<file path="src/rtl/uart_tx_fifo_pkg.sv">
// Shared constants and types for the UART transmit FIFO and its siblings.
// The byte width and baud divider are kept here so every UART block agrees on them.
package uart_tx_fifo_pkg;

    localparam int BYTE_W  = 8;
    localparam int MAX_CNT = 625;

    typedef enum logic [1:0] {
        ST_IDLE  = 2'd0,
        ST_ISSUE = 2'd1,
        ST_HOLD  = 2'd2
    } drain_state_t;

endpackage

</file>
<file path="src/rtl/sync_fifo.sv">
// Byte FIFO: register-array storage, wrapping pointers and a registered occupancy count.
// A push into a full FIFO is accepted only when a pop frees a slot in the same cycle.
module sync_fifo
    import uart_tx_fifo_pkg::*;
#(
    parameter int DEPTH = 16,
    parameter int AW    = 4
) (
    input  logic              clk,
    input  logic              rst_n,
    input  logic [BYTE_W-1:0] push_data,
    input  logic              push,
    input  logic              pop,
    output logic [BYTE_W-1:0] head,
    output logic              full,
    output logic              empty,
    output logic [AW:0]       count,
    output logic              push_ok
);

    localparam logic [AW:0] DEPTH_M1 = (AW+1)'(DEPTH - 1);

    logic [BYTE_W-1:0] mem [DEPTH];
    logic [AW-1:0]     wr_ptr;
    logic [AW-1:0]     rd_ptr;
    logic              pop_ok;

    // A pop on an empty FIFO is ignored, so a same-cycle push never bypasses storage.
    assign pop_ok  = pop && !empty;
    assign push_ok = push && (!full || pop_ok);
    assign head    = mem[rd_ptr];

    // Storage is deliberately left out of reset.
    always_ff @(posedge clk) begin
        if (push_ok) begin
            mem[wr_ptr] <= push_data;
        end
    end

    always_ff @(posedge clk or negedge rst_n) begin
        if (!rst_n) begin
            wr_ptr <= '0;
            rd_ptr <= '0;
            count  <= '0;
            full   <= 1'b0;
            empty  <= 1'b1;
        end else begin
            if (push_ok) begin
                wr_ptr <= wr_ptr + 1'b1;
            end
            if (pop_ok) begin
                rd_ptr <= rd_ptr + 1'b1;
            end
            case ({push_ok, pop_ok})
                2'b10: begin
                    count <= count + 1'b1;
                    full  <= (count == DEPTH_M1);
                    empty <= 1'b0;
                end
                2'b01: begin
                    count <= count - 1'b1;
                    full  <= 1'b0;
                    empty <= (count == (AW+1)'(1));
                end
                default: begin
                end
            endcase
        end
    end

endmodule

</file>
<file path="src/rtl/uart_tx_fifo.sv">
// Transmit FIFO in front of a UART transmitter: buffers producer bytes and drains them
// one at a time with a single-cycle start pulse whenever the transmitter reports idle.
module uart_tx_fifo
    import uart_tx_fifo_pkg::*;
#(
    parameter int DEPTH = 16,
    parameter int AW    = 4
) (
    input  logic              CLK,
    input  logic              RST_N,
    input  logic [BYTE_W-1:0] D,
    input  logic              EN,
    output logic              FULL,
    output logic              EMPTY,
    output logic [AW:0]       COUNT,
    output logic              OVF,
    output logic [BYTE_W-1:0] TX_D,
    output logic              TX_EN,
    input  logic              TX_RDY,
    output logic [1:0]        fsm_state
);

    drain_state_t      state;
    drain_state_t      state_next;
    logic              pop;
    logic              tx_en_next;
    logic              push_ok;
    logic [BYTE_W-1:0] head;

    sync_fifo #(
        .DEPTH (DEPTH),
        .AW    (AW)
    ) u_fifo (
        .clk       (CLK),
        .rst_n     (RST_N),
        .push_data (D),
        .push      (EN),
        .pop       (pop),
        .head      (head),
        .full      (FULL),
        .empty     (EMPTY),
        .count     (COUNT),
        .push_ok   (push_ok)
    );

    // ISSUE carries the start pulse; HOLD covers the cycle before the transmitter drops RDY.
    always_comb begin
        state_next = state;
        pop        = 1'b0;
        tx_en_next = 1'b0;
        case (state)
            ST_IDLE: begin
                if (!EMPTY && TX_RDY) begin
                    pop        = 1'b1;
                    tx_en_next = 1'b1;
                    state_next = ST_ISSUE;
                end
            end
            ST_ISSUE: state_next = ST_HOLD;
            ST_HOLD:  state_next = ST_IDLE;
            default:  state_next = ST_IDLE;
        endcase
    end

    always_ff @(posedge CLK or negedge RST_N) begin
        if (!RST_N) begin
            state <= ST_IDLE;
            TX_EN <= 1'b0;
            TX_D  <= '0;
            OVF   <= 1'b0;
        end else begin
            state <= state_next;
            TX_EN <= tx_en_next;
            if (pop) begin
                TX_D <= head;
            end
            if (EN && !push_ok) begin
                OVF <= 1'b1;
            end
        end
    end

    assign fsm_state = state;

endmodule

</file>
<file path="config.mk">
export PLATFORM = sky130hd
export DESIGN_NAME = uart_tx_fifo
export DESIGN_NICKNAME = d
export VERILOG_FILES = /design/src/rtl/uart_tx_fifo_pkg.sv /design/src/rtl/sync_fifo.sv /design/src/rtl/uart_tx_fifo.sv
export SDC_FILE = /design/constraint.sdc
export NUM_CORES = 1
export LEC_CHECK = 0
export CORE_MARGIN = 8
export CORE_UTILIZATION = 30
export DETAILED_ROUTE_END_ITERATION = 8
export DONT_BUFFER_PORTS = 1
export GPL_ROUTABILITY_DRIVEN = 0
export PLACE_DENSITY = 0.45
export SYNTH_ARGS = -nofsm -noshare
export SYNTH_HDL_FRONTEND = slang
export SYNTH_SLANG_ARGS = --single-unit
</file>
<file path="constraint.sdc">
create_clock -name CLK -period 2.6 [get_ports CLK]
set_clock_uncertainty 0.1 [all_clocks]
set_input_delay 0.52 -clock CLK [delete_from_list [all_inputs] [get_ports CLK]]
set_output_delay 0.52 -clock CLK [all_outputs]
set_load 0.005 [all_outputs]
</file>
==> flow_metrics.env, run 1 <==
export IMPL_rsz0062_at_grt="no"
export IMPL_power_mw=7.944
export IMPL_hold_class="primary input to flop"
export IMPL_post_drt_wl_per_cell_um=20.78
export IMPL_drtIter0Drc=160
export IMPL_power_density_mw_per_mm2=1057
export IMPL_synth_area_top_cells="edfxtp_1, mux4_2, dfrtp_1"
export IMPL_htreeDepth=4
export IMPL_grt_max_degree=37
export IMPL_cts_buffer_depth=2
export IMPL_die_area_mm2=0.02578
export IMPL_nNetsFinal=403
export IMPL_rows=53
export IMPL_fmax_mhz=399.8
export IMPL_route_detailed_drc=0
export IMPL_drv_cap=0
export IMPL_grt_pass1_vias=3399
export IMPL_ys_top_cells_by_count="edfxtp_1, mux4_2, dfrtp_1"
export IMPL_grt_usage=0.1162
export IMPL_cts_sinks=155
export IMPL_crit_path_end_kind="flop"
export IMPL_vias=3122
export IMPL_yosysTopAreaCellShare=0.6131
export IMPL_cp_start_kind="flop"
export IMPL_design_area_mm2=0.007515
export IMPL_required_ps=2640
export IMPL_synthArstFlopShare=0.1742
export IMPL_syn_nets=365
export IMPL_yosysMostFrequentCell="edfxtp_1"
export IMPL_fp_coreArea_mm2=0.02076
export IMPL_hpwlAfterDp_um=9191
export IMPL_die_width_um=160.6
export IMPL_clockRootBuffer="clkbuf_16"
export IMPL_yosysSeqAreaShare=0.7210
export IMPL_slew_headroom=0.7307
export IMPL_path_clk_slew_ps=70
export IMPL_fin_crit_ps=2501
export IMPL_grt_pass1_wl_um=21940
export IMPL_finalHoldWorstSlack_ps=89.88
export IMPL_r2r_slack_ps=100
export IMPL_holdPathEnd="u_fifo.mem[2][1]"
export IMPL_drive_gt1_frac=0.3053
export IMPL_die_h_um=160.6
export IMPL_top_level_ports=31
export IMPL_p_leak_nw=2.580
export IMPL_antenna_cells=0
export IMPL_dr_pass1_iters=4
export IMPL_ys_warn_count=0
export IMPL_area_growth_pct=19.86
export IMPL_syn_inst=342
export IMPL_ys_flop_type="edfxtp_1"
export IMPL_setup_viol=0
export IMPL_viasPerCell=4.674
export IMPL_antenna_found_initial=0
export IMPL_critPathKind="flop to flop"
export IMPL_yosysTopAreaCell="edfxtp_1"
export IMPL_cp_arrival_ps=2540
export IMPL_hold_viol=0
export IMPL_tightest_slew_ps=404.0
export IMPL_cts_tree="built"
export IMPL_grt_remaining_overflow=0
export IMPL_r2r_start="fsm_state[0]"
export IMPL_synth_cell_types=41
export IMPL_synth_edf_count=128
export IMPL_finalWirelength_um=13880
export IMPL_setup_tns_ps=0
export IMPL_start_util=0.3021
export IMPL_synth_area_mm2=0.006270
export IMPL_ff2ff_path_depth=6
export IMPL_ant_nets=0
export IMPL_final_max_slew_viol_count=0
export IMPL_hold_path_startpoint="D[1]"
export IMPL_crit_fanout=6
export IMPL_numCtsBuffers=17
export IMPL_vdd_drop_max_mv=0.4675
export IMPL_ys_ff_latch=155
export IMPL_r2r_end="u_fifo.mem[12][4]"
export IMPL_avgSynthCellArea_um2=18.33
export IMPL_io_buffers=0
export IMPL_post_route_period_util=0.9621
export IMPL_hold_path_cell_count=0
export IMPL_final_util=0.3620
export IMPL_outcome="complete, no violations"
export IMPL_clk_latency_ps=420
export IMPL_postPlaceCellArea_mm2=0.006893
-- cells in the final DEF, fill, tap and decap left out, drive strengths merged, types with 2 or more instances in the layout --
cell type	instances
and2	9
nor2	8
nor4	4
clkinvlp	4
nand3b	2
nand3	2
nand2	12
o21ai	17
nand4b	2
or4b	2
clkinv	3
nor3b	3
a22oi	7
clkbuf	17
edfxtp	128
dfrtp	26
mux4	30
mux2i	5
buf	37
ha	11
nand4	3
xnor2	7
inv	19
xor2	2
mux2	9
bufinv	2
nor2b	9
o311ai	2
-- registers in the layout (all words and copies together) (netlist names) --
signal	count
u_fifo.empty	1
TX_D	8
u_fifo.wr_ptr	4
TX_EN	1
OVF	1
u_fifo.rd_ptr	4
u_fifo.full	1
u_fifo.count	5
u_fifo.mem	128
fsm_state	2
-- final cells by class --
class | count | area [µm²]
repair buffers | 38 | 375.4
fillers | 1918 | 13240
inverters | 13 | 51.30
multi-input cells | 155 | 1633
well taps | 275 | 344.1
clock buffers | 17 | 425.4
clock inverters | 15 | 163.9
flip-flops and latches | 155 | 4522
-- per-stage QoR --
step,cells,setup WS (ps)
floorplan,342,-163.5
global placement,634,54.36
detailed placement,634,40.33
CTS,668,53.99
global route,668,1.014
finish,668,98.64
-- where the power goes --
| part | switching, mW | internal [mW] |
|---|---|---|
| sequential | 0.314 | 3.08 |
| combinational | 1.04 | 1.03 |
| clock | 1.05 | 1.43 |
-- repair_timing --
action | 4_1_cts | 5_1_grt
buffers inserted | 0 | 0
endpoints found under the hold margin | 27 | 0
hold buffers | 2 | 0
gates resized for setup | 0 | 1
setup endpoints to repair | 0 | 8
-- metal layers --
| metal | wire (µm) | part of all wire | GRT usage |
|---|---|---|---|
| met5 | 0 | 0 | 0 |
| met4 | 197 | 0.014 | 0.04758 |
| met3 | 539 | 0.039 | 0.03276 |
| met2 | 6945 | 0.50 | 0.1891 |
| met1 | 6201 | 0.45 | 0.1432 |
-- worst max path at each step --
stage	start	endpoint
floorplan	TX_RDY	u_fifo.mem[1][0]
global placement	TX_RDY	u_fifo.mem[14][3]
detailed placement	TX_RDY	u_fifo.mem[14][3]
CTS	fsm_state[0]	u_fifo.mem[14][3]
global route	fsm_state[0]	u_fifo.mem[12][4]
finish	fsm_state[0]	u_fifo.mem[12][4]
-- critical path: stages (launching register included) --
cell and delay [ps]:
dfrtp_1 410, or4b_1 630, a21boi_4 240, buf_4 190, nand3_1 160, nor2_1 280
buf_4 200
-- kinds of logic after synthesis --
family | share of synthesized area
buf+inv | 0.02295
xor+xnor | 0.01257
mux | 0.1319
compound gates | 0.03373
simple gates | 0.05588
fa+ha+maj | 0.02195
flops | 0.7210
(Power assumes the default switching activity.)
==> inputs of run 2 (changes only) <==
--- a/config.mk
+++ b/config.mk
@@ -11,6 +11,7 @@
 export DONT_BUFFER_PORTS = 1
 export GPL_ROUTABILITY_DRIVEN = 0
 export PLACE_DENSITY = 0.45
+export SLEW_MARGIN = 20
 export SYNTH_ARGS = -nofsm -noshare
 export SYNTH_HDL_FRONTEND = slang
 export SYNTH_SLANG_ARGS = --single-unit
==> constraint.sdc (replaced) <==
create_clock -name CLK -period 2.6 [get_ports CLK]
set_clock_uncertainty 0.1 [all_clocks]
set_input_delay 0.52 -clock CLK [delete_from_list [all_inputs] [get_ports CLK]]
set_output_delay 0.52 -clock CLK [all_outputs]
set_load 0.01 [all_outputs]
==> run 2 against run 1 <==
Clock power about the same; largest power group unchanged; register-to-register slack improved by 40 ps; design area about the same; global-route usage decreased by 0.39 points; core utilization about the same.
==> flow_metrics.env, run 2 (synthesis results as in run 1) <==
export IMPL_rsz0062_at_grt="no"
export IMPL_path_clk_slew_ps=70
export IMPL_ant_nets=0
export IMPL_cts_buffer_depth=2
export IMPL_reg_top3="u_fifo.mem: 128 flops, TX_D: 8 flops, u_fifo.count: 5 flops"
export IMPL_die_area_mm2=0.02578
export IMPL_outcome="complete, no violations"
export IMPL_clk_latency_ps=430
export IMPL_power_density_mw_per_mm2=1062
export IMPL_cp_slowest_stage_delay_ps=580
export IMPL_largest_reg_flops=128
export IMPL_fillers=1919
export IMPL_fp_coreArea_mm2=0.02076
export IMPL_top_level_ports=31
export IMPL_hold_class="primary input to flop"
export IMPL_finalHoldWorstSlack_ps=88.29
export IMPL_final_max_slew_viol_count=0
export IMPL_grt_max_degree=37
export IMPL_die_h_um=160.6
export IMPL_hold_viol=0
export IMPL_viasPerCell=4.679
export IMPL_numCtsBuffers=17
export IMPL_start_util=0.3021
export IMPL_drv_cap=0
export IMPL_rows=53
export IMPL_cts_tree="built"
export IMPL_final_cell_mix="edfxtp_1, buf_4, mux4_2"
export IMPL_required_ps=2630
export IMPL_antenna_cells=0
export IMPL_io_buffers=0
export IMPL_dr_pass1_iters=6
export IMPL_slew_headroom=0.7144
export IMPL_route_detailed_drc=0
export IMPL_clockRootBuffer="clkbuf_16"
export IMPL_highest_layer="met4"
export IMPL_setup_viol=0
export IMPL_critical_path_most_common_cell="buf_4"
export IMPL_antenna_found_initial=0
export IMPL_drtIter0Drc=124
export IMPL_post_route_period_util=0.9484
export IMPL_post_drt_wl_per_cell_um=20.47
export IMPL_regMostFlops="u_fifo.mem"
export IMPL_p_leak_nw=2.590
export IMPL_crit_path_end_kind="flop"
export IMPL_vdd_drop_max_mv=0.4507
export IMPL_grt_usage=0.1123
export IMPL_fmax_mhz=405.6
export IMPL_postPlaceCellArea_mm2=0.006895
export IMPL_hpwlAfterDp_um=9207
export IMPL_cpMaxStageDelayCell="or4b_4"
export IMPL_power_mw=7.986
export IMPL_route_met2_wl_um=6865
export IMPL_grt_remaining_overflow=0
export IMPL_met1_length_um=6145
export IMPL_nNetsFinal=405
export IMPL_vias=3135
export IMPL_grt_pass1_vias=3361
export IMPL_cts_setup_buffers=0
export IMPL_design_area_mm2=0.007517
export IMPL_routed_wl_met3_um=517
export IMPL_htreeDepth=4
export IMPL_drive_gt1_frac=0.3063
export IMPL_tightest_slew_ps=424.8
export IMPL_cp_arrival_ps=2500
export IMPL_finalWirelength_um=13720
export IMPL_path_cells="or4b_4 -> a21boi_4 -> buf_4 -> nand3_1 -> nor2_1 -> buf_4"
export IMPL_cts_sinks=155
export IMPL_area_growth_pct=19.90
export IMPL_cp_start_kind="flop"
export IMPL_grt_pass1_wl_um=21100
export IMPL_critPathKind="flop to flop"
export IMPL_fin_crit_ps=2466
export IMPL_die_width_um=160.6
export IMPL_crit_fanout=6
export IMPL_final_common_cell="edfxtp_1"
run 2: what timing repair did:
item / CTS / global route
hold endpoints to repair: 27 / 0
endpoints found under the setup margin: 0 / 22
resized for setup: 0 / 1
hold buffers: 2 / 0
run 2: metal layers:
layer | global-route usage | up-vias
met3 | 0.03379 | 14
met4 | 0.04418 | 0
met1 | 0.1370 | 1650
met5 | 0 | -
met2 | 0.1835 | 54
li1 | - | 1417
run 2: cell type report:
| cell class | instances | area, µm² | area share |
|---|---|---|---|
| clock inverters | 14 | 158.9 | 0.02114 |
| well taps | 275 | 344.1 | 0.04577 |
| clock buffers | 18 | 429.2 | 0.05709 |
| inverters | 13 | 51.30 | 0.006824 |
| repair buffers | 40 | 377.9 | 0.05027 |
| multi-input cells | 155 | 1634 | 0.2174 |
| flip-flops and latches | 155 | 4522 | 0.6015 |
run 2: critical path: cells and delay by family, from the launching register on:
kind	cells	cell delay, ps
DFF	1	430
AOI/OAI and AO/OA	1	210
and+or+nand+nor	3	1010
buffers and inverters	2	400
run 2: where the power goes:
part	internal, mW	switching, mW
registers	3.08	0.348
clock network	1.44	1.04
logic	1.03	1.05
run 2: worst paths after layout:
path                         startpoint                end  slack [ps]  cells after the start
setup / recovery           fsm_state[0]  u_fifo.mem[12][6]         130                      6
hold / removal                     D[1]   u_fifo.mem[2][1]          90                      0
setup reg to reg           fsm_state[0]  u_fifo.mem[12][6]         130                      6
hold reg to reg            u_fifo.empty       u_fifo.empty         410                      2
max in group asynchronous         RST_N       u_fifo.empty        1700                      2
min in group asynchronous         RST_N        u_fifo.full         450                      2
run 2: stage by stage:
stage	util	instances	setup slack (ps)	setup TNS, ps
3_3_place_gp	0.3322	636	58.85	0
4_1_cts	0.3620	670	11.82	0
5_1_grt	0.3622	670	46.07	0
3_5_place_dp	0.3322	636	28.08	0
6_report	0.3622	670	134.2	0
2_1_floorplan	-	342	-163.5	-5262
